===== src/rtl/snoop_responder_pkg.sv =====
// Shared bus-snoop types and the snoop decision rule used by the responder
// and by anything on the cache side that needs the same answer.
package snoop_responder_pkg;

  localparam int LAT_W = 4;

  typedef enum logic [2:0] {
    BUS_READ       = 3'd1,
    BUS_WRITE      = 3'd2,
    BUS_INVALIDATE = 3'd3,
    BUS_RWIM       = 3'd4
  } bus_op_t;

  typedef enum logic [1:0] {
    SNP_HIT   = 2'd0,
    SNP_HITM  = 2'd1,
    SNP_NOHIT = 2'd2
  } snoop_result_t;

  typedef enum logic [1:0] {
    S_IDLE      = 2'd0,
    S_LOOKUP    = 2'd1,
    S_WRITEBACK = 2'd2,
    S_RESPOND   = 2'd3
  } snoop_state_t;

  // Only reads can find a line elsewhere; writes, invalidates and unknown
  // opcodes never see a sharer.
  function automatic snoop_result_t get_snoop_result(logic [2:0] op, logic [1:0] addr_lsb);
    if (op != BUS_READ && op != BUS_RWIM) return SNP_NOHIT;
    case (addr_lsb)
      2'b00:   return SNP_HIT;
      2'b01:   return SNP_HITM;
      default: return SNP_NOHIT;
    endcase
  endfunction

endpackage


===== src/rtl/snoop_responder_sat_counter.sv =====
// Saturating event counter: sticks at all-ones instead of wrapping.
module sat_counter #(
  parameter int W = 16
) (
  input  logic         clk,
  input  logic         rst,
  input  logic         inc,
  output logic [W-1:0] value
);

  always_ff @(posedge clk) begin
    if (rst)                       value <= '0;
    else if (inc && value != '1)   value <= value + 1'b1;
  end

endmodule


===== src/rtl/snoop_responder.sv =====
// "Other caches" model on the shared bus: answers each bus operation with a
// snoop result after a fixed lookup latency, plus a writeback stall on HITM.
module snoop_responder
  import snoop_responder_pkg::*;
#(
  parameter int SNOOP_LAT = 2,
  parameter int WB_LAT    = 4,
  parameter int CNT_W     = 16
) (
  input  logic             clk,
  input  logic             rst,
  input  logic             req_valid,
  output logic             req_ready,
  input  logic [2:0]       req_op,
  input  logic [31:0]      req_addr,
  output logic             rsp_valid,
  input  logic             rsp_ready,
  output logic [1:0]       rsp_result,
  output logic             hit,
  output logic             hitM,
  output logic             wb_busy,
  output logic [CNT_W-1:0] cnt_ops,
  output logic [CNT_W-1:0] cnt_hit,
  output logic [CNT_W-1:0] cnt_hitm
);

  localparam logic [LAT_W-1:0] LOOKUP_LOAD = LAT_W'(SNOOP_LAT - 1);
  localparam logic [LAT_W-1:0] WB_LOAD     = LAT_W'(WB_LAT - 1);

  snoop_state_t     state;
  logic [LAT_W-1:0] wait_cnt;
  logic [2:0]       op_q;
  logic [1:0]       addr_lsb;
  snoop_result_t    result_q;
  snoop_result_t    lookup_res;
  logic             accept;
  logic             rsp_fire;

  // Only the line-offset bits decide the snoop outcome.
  logic unused_addr_bits;
  assign unused_addr_bits = ^req_addr[31:2];

  assign lookup_res = get_snoop_result(op_q, addr_lsb);
  assign accept     = req_valid && req_ready;
  assign rsp_fire   = rsp_valid && rsp_ready;
  assign rsp_result = result_q;

  always_ff @(posedge clk) begin
    if (rst) begin
      state     <= S_IDLE;
      wait_cnt  <= '0;
      op_q      <= '0;
      addr_lsb  <= '0;
      result_q  <= SNP_NOHIT;
      req_ready <= 1'b1;
      rsp_valid <= 1'b0;
      hit       <= 1'b0;
      hitM      <= 1'b0;
      wb_busy   <= 1'b0;
    end else begin
      case (state)
        S_IDLE: begin
          if (req_valid) begin
            op_q      <= req_op;
            addr_lsb  <= req_addr[1:0];
            wait_cnt  <= LOOKUP_LOAD;
            req_ready <= 1'b0;
            state     <= S_LOOKUP;
          end
        end
        S_LOOKUP: begin
          if (wait_cnt == '0) begin
            result_q <= lookup_res;
            // HITM only arises for READ/RWIM, so it always implies a flush.
            if (lookup_res == SNP_HITM) begin
              wait_cnt <= WB_LOAD;
              wb_busy  <= 1'b1;
              state    <= S_WRITEBACK;
            end else begin
              rsp_valid <= 1'b1;
              hit       <= (lookup_res == SNP_HIT);
              hitM      <= 1'b0;
              state     <= S_RESPOND;
            end
          end else begin
            wait_cnt <= wait_cnt - 1'b1;
          end
        end
        S_WRITEBACK: begin
          if (wait_cnt == '0) begin
            wb_busy   <= 1'b0;
            rsp_valid <= 1'b1;
            hit       <= 1'b0;
            hitM      <= 1'b1;
            state     <= S_RESPOND;
          end else begin
            wait_cnt <= wait_cnt - 1'b1;
          end
        end
        S_RESPOND: begin
          if (rsp_ready) begin
            rsp_valid <= 1'b0;
            hit       <= 1'b0;
            hitM      <= 1'b0;
            req_ready <= 1'b1;
            state     <= S_IDLE;
          end
        end
        default: state <= S_IDLE;
      endcase
    end
  end

  sat_counter #(.W(CNT_W)) u_cnt_ops (
    .clk(clk), .rst(rst), .inc(accept), .value(cnt_ops)
  );

  sat_counter #(.W(CNT_W)) u_cnt_hit (
    .clk(clk), .rst(rst), .inc(rsp_fire && result_q == SNP_HIT), .value(cnt_hit)
  );

  sat_counter #(.W(CNT_W)) u_cnt_hitm (
    .clk(clk), .rst(rst), .inc(rsp_fire && result_q == SNP_HITM), .value(cnt_hitm)
  );

endmodule


===== config.mk =====
export PLATFORM = sky130hd
export DESIGN_NAME = snoop_responder
export DESIGN_NICKNAME = d
export VERILOG_FILES = /design/src/rtl/snoop_responder_pkg.sv /design/src/rtl/snoop_responder_sat_counter.sv /design/src/rtl/snoop_responder.sv
export SDC_FILE = /design/constraint.sdc
export NUM_CORES = 1
export LEC_CHECK = 0
export CORE_UTILIZATION = 49
export DETAILED_ROUTE_END_ITERATION = 6
export PLACE_DENSITY = 0.87
export SYNTH_ARGS = -nofsm -noshare
export SYNTH_HDL_FRONTEND = slang
export SYNTH_SLANG_ARGS = --single-unit
export TNS_END_PERCENT = 5

===== constraint.sdc =====
create_clock -name clk -period 2.1 [get_ports clk]
set_input_delay 0.315 -clock clk [delete_from_list [all_inputs] [get_ports clk]]
set_output_delay 0.315 -clock clk [all_outputs]
set_load 0.03 [all_outputs]

### After elaboration in Yosys (flattened, before gate mapping)

Cells that the tools add are included.

| storage, ports and cells | value |
|---|---|
| register bits after elaboration | 66 |
| input bits | 39 |
| output and inout bits | 55 |
| word-level logic and storage cells | 93 |

| cells by class | value |
|---|---|
| mux-type cells | 33 |
| add/sub/neg operators | 4 |
| eq/ne operators | 19 |
| reduce and logical (&&, ||, !) cells | 24 |

Operators by type and width:

| cell | number |
|---|---|
| $add A16 B1 Y16 const B | 3 |
| $ne A16 B16 Y1 const B | 3 |
| $mux W4 | 4 |
| $mux W1 | 15 |
| $ne A2 B2 Y1 const B | 7 |
| $mux W2 | 6 |
| $pmux W4 S3 | 1 |
| $reduce_and A4 Y1 | 3 |
| $pmux W1 S3 | 3 |
| $eq A2 B1 Y1 const B | 4 |
| $logic_and A1 B1 Y1 | 8 |
| $logic_not A2 Y1 | 4 |
| $pmux W2 S4 | 1 |
| $ne A3 B3 Y1 const B | 2 |
| $reduce_bool A3 Y1 | 2 |
| $reduce_and A5 Y1 | 1 |
| $eq A2 B2 Y1 const B | 2 |
| $logic_not A4 Y1 | 1 |
| $pmux W1 S2 | 2 |
| $pmux W2 S2 | 1 |
| $reduce_and A2 Y1 | 2 |
| $reduce_bool A2 Y1 | 2 |
| $sub A4 B1 Y4 const B | 1 |
| $ne A3 B1 Y1 const B | 1 |
| $reduce_and A3 Y1 | 1 |

### Logic depth before layout (Yosys ltp)

| depth | value |
|---|---|
| depth in word-level cells | 8 |
| gate-level depth with buffers | 7 |
| gate-level depth less buffers | 6 |

### Cells and area by module

A second synthesis with hierarchy kept.

| unflattened totals | value |
|---|---|
| cells, all modules | 418 |
| area total of the unflattened synthesis | 3583.4 µm² |

Modules (own cells, without submodules):

| module | cells each | sequential area each (µm²) | area an instance (µm²) | instances |
|---|---|---|---|---|
| sat_counter | 99 | 320.3 | 848.3 | 3 |
| snoop_responder | 121 | 360.3 | 1038.5 | 1 |

### Worst setup path before layout

OpenSTA, ideal clock, no wires.

| path | value |
|---|---|
| path type | register to register |
| start point | register u_cnt_hitm.value[0] |
| end point | register u_cnt_hitm.value[1] |
| clock period less this slack | 1.988 ns |
| setup time | 0.070 ns |
| setup slack | 0.112 ns |
| cell stages (with the launch flop) | 8 |
| data arrival time | 1.918 ns |
| path buffers | 2 |
| cells stage by stage | dfxtp_1 ha_1 nand4_1 nor4_2 buf_2 buf_2 o21ai_0 a21oi_1 |

| on the way | value |
|---|---|
| longest elaborated chain between the ends | 2 |
| elaborated cells between the ends (all ways) | 3 |

Ends and longest elaborated chain:

| element | line | RTL |
|---|---|---|
| start, declared | snoop_responder_sat_counter.sv:8 | `output logic [W-1:0] value` |
| start signal, assigned | snoop_responder_sat_counter.sv:13 | `else if (inc && value != '1) value <= value + 1'b1;` |
| parallel branches: the longest is 2 deep, another holds $add A16 B1 Y16 | -- |  |

Several ways; the timed one is not identified.
A chain may end at the register's enable or synchronous reset.

### Worst setup path after layout

| path | value |
|---|---|
| start point | register state[1] |
| end point | register rsp_valid |

| on the way | value |
|---|---|
| longest elaborated chain between the ends | 3 |
| elaborated cells between the ends (all ways) | 10 |

Ends and longest elaborated chain:

| element | line | RTL |
|---|---|---|
| start, declared | snoop_responder.sv:30 | `snoop_state_t state;` |
| start signal, assigned | snoop_responder.sv:50 | `state <= S_IDLE;` |
| start signal, assigned | snoop_responder.sv:68 | `state <= S_LOOKUP;` |
| start signal, assigned | snoop_responder.sv:78 | `state <= S_WRITEBACK;` |
| $eq A2 B1 Y1 / $eq A2 B2 Y1 (equally long branches) | snoop_responder.sv:61 | `case (state)` |
| $ne A2 B2 Y1 (no line) / $reduce_bool A3 Y1 (equally long branches) | -- |  |
| $reduce_and A5 Y1 (no line) | -- |  |
| end signal, assigned | snoop_responder.sv:56 | `rsp_valid <= 1'b0;` |
| end signal, assigned | snoop_responder.sv:80 | `rsp_valid <= 1'b1;` |
| end signal, assigned | snoop_responder.sv:92 | `rsp_valid <= 1'b1;` |
| end, declared | snoop_responder.sv:16 | `output logic rsp_valid,` |

Parallel ways exist; a longest one is shown, timed or not.

==> metrics.txt <==
later-pin clock latency in the skew report=0.35 ns; most common cell after layout, fill and taps aside=dfxtp_1; clk buf depth=2; vias per inst=5.96; Critical Path Start Type=register; RSZ-0062 raised after global routing=false; CP cell instances=inv_1, ha_1, nand4bb_1, o21bai_1, a221oi_2, mux2_1; initial antenna violation count=0; clock slew at reported path FFs=0.07 ns; Die Span X=87.3 µm; detailed-route DRC error count=0; Non-Filler Instances=607; synthesized area per cell=8.42 µm²; H-tree Lvls=3; vias in the first global route=3440; GP Congestion=0.866; Yosys top cell by area=dfxtp_1; P_int=0.00249 W; compound-cell area share of the yosys netlist=0.186; period utilisation layout=0.952; Detail Route Antenna Nets=0; CTS Buf Count=9; Crit-path slowest cell=mux2_1; clock sinks=66; Warnings, synthesis=0; vias=3615; Clock power frac=0.292; root buf cell=clkbuf_8; Final setup violation count=0; PwrDens=794 nW/µm²; Worst R2R Setup Slack=0.10 ns; mux contribution to synthesized area=0.0645; Core Area=6910 µm²; XOR/XNOR Fraction of Synth Area=0.00245; Tmin final=2.00 ns; Routed Wire Length=9.19 mm; Synth async-reset ratio=0; hold_buf cts=0; syn_nets=474; critical path's top delay family=compound AO/OA/AOI/OAI gates; first-pass GRT wire length=15.3 mm; crit path kind=register to register; DP HPWL=6.54 mm; Post-synth EDFFs=0; Leakage=1.58 nW; maximum VDD drop=0.000355 V; Max Cap Viol=0; worst endpoint data arrival time=2.23 ns; final core utilization=0.677; status=finished, final reports clean; CP bufs+invs=1; worst slew pin tran=0.628 ns; WL per Instance=15.1 µm; Final Slew Violations=0; n_diodes=0; total gr overflow=0; top post-synthesis cells by area=dfxtp_1, a21oi_1, mux2_2; die area=7630 µm²; gr usage total=0.254; Cell Area, Synth=3570 µm²; main combinational cell family by area after synthesis=simple AND/OR/NAND/NOR gates; Crit Path Max Fanout=6; Synth cell types=53; Die Ht=87.3 µm; Seq/Total Area, Yosys=0.370; f_max=500 MHz; Net Sw Frac=0.329; final hold vios=0; Synth Area in Simple Gates=0.302; total chip power=0.00371 W; Comb pwr share=0.317; dpl cells=591; cell count after synthesis=424; crit path capture type=register; sw power=0.00122 W; clk_skew=0.00633 ns; Synth Area in Adders=0.0386; Yosys top cell area share=0.370; most frequent cells in the layout=dfxtp_1, clkdlybuf4s50_1, a21oi_1; type of the worst min-delay path=input port to register; area growth from synthesis to layout=31.0%; max_slew headroom=0.578; largest net degree at the start of global routing=67; register share of total power=0.391; count of input and output buffers=63; Starting Density=0.517; CTS tree=yes; row count=30; slowest cell delay on critical path=0.36 ns; share of cells above drive strength 1=0.141; num ports=94; Main synth FF type=dfxtp_1; first-pass detailed-route iteration total=4; required time worst endpoint=2.33 ns; DRT iter0 DRCs=242; Nets=556; #FFs+latches synth=66
-- cell type report --
cell class,count,area (µm²)
Sequential cell,66,1320
Timing Repair Buffer,93,863
Tap cell,96,120
Multi-Input combinational cell,325,2130
Fill cell,553,2230
Clock inverter,2,35.0
Inverter,11,41.3
Clock buffer,14,163
-- final timing paths --
| kind | from | to | depth (start not counted) |
|---|---|---|---|
| setup / recovery | state[1] | rsp_valid | 6 |
| hold / removal | rst | wait_cnt[2] | 3 |
| setup reg to reg | state[1] | rsp_valid | 6 |
| hold reg to reg | hitM | hitM | 2 |
-- cells by family (layout without fill, tap and decap cells) --
logic type,after synthesis,after routing
xor+xnor,1,1
simple gates,188,188
compound gates,104,104
flops,66,66
buf+inv,33,120
mux,21,21
fa+ha+maj,11,11
-- sequential cells by signal, indices dropped and copies added (netlist names) --
| signal | cells |
|---|---|
| u_cnt_hit.value | 16 |
| state | 2 |
| u_cnt_ops.value | 16 |
| rsp_valid | 1 |
| u_cnt_hitm.value | 16 |
| hitM | 1 |
| req_ready | 1 |
| op_q | 3 |
| wait_cnt | 4 |
| addr_lsb | 2 |
| rsp_result | 2 |
| wb_busy | 1 |
| hit | 1 |
-- metal layers --
| layer | GRT usage | vias to the layer above | part of all wire |
|---|---|---|---|
| met5 | 0 | - | 0 |
| met4 | 0.133 | 0 | 0.029 |
| met3 | 0.0616 | 22 | 0.049 |
| met2 | 0.432 | 112 | 0.49 |
| met1 | 0.295 | 1714 | 0.43 |
| li1 | - | 1767 | - |
-- synth_stat cells (all sizes together), types with 2 or more instances --
master / count
nand3: 25
nand4: 10
nand2: 33
inv: 11
nand2b: 2
nor4bb: 2
a21boi: 2
o21bai: 4
or4: 21
ha: 11
buf: 7
nor3: 13
a21oi: 46
o311ai: 2
and3: 3
nor2b: 19
nor2: 26
clkbuf: 15
a211oi: 6
nor4: 12
o21ai: 10
and4: 5
o41ai: 6
or3b: 3
or3: 4
or4b: 2
o31ai: 18
or2: 3
dfxtp: 66
mux2i: 5
a31oi: 2
mux2: 16
-- power by group through the flow --
stage                     logic (W)  clock network [W]  registers [W]
after floorplan            0.000714                  0        0.00151
after global placement      0.00109                  0        0.00146
after detailed placement    0.00113                  0        0.00147
after CTS                   0.00114            0.00111        0.00145
after global routing        0.00128            0.00117        0.00146
final                       0.00118            0.00108        0.00145
-- stage by stage --
stage | hold WS (ns) | setup TNS, ns | setup WS [ns] | instance area, µm²
finish | 0.319 | 0 | 0.101 | 4670
global route | 0.320 | 0 | 0.00116 | 4670
CTS | 0.310 | 0 | 0.0909 | 4660
detailed placement | 0.467 | -0.891 | -0.182 | 4460
global placement | 0.453 | -0.433 | -0.0975 | 4460
floorplan | 0.445 | 0 | 0.112 | 3570
-- worst reg2reg max path, stage by stage (launching register included) --
cell,delay [ns]
dfxtp_2,0.35
inv_1,0.15
ha_1,0.27
nand4bb_1,0.15
o21bai_1,0.26
a221oi_2,0.35
mux2_1,0.36
-- repair_timing --
action                                  in CTS  in global routing
gates resized for setup                      0                  2
endpoints found under the setup margin       0                  1
buffers inserted                             0                  0
Power figures use the tool's default switching activity.
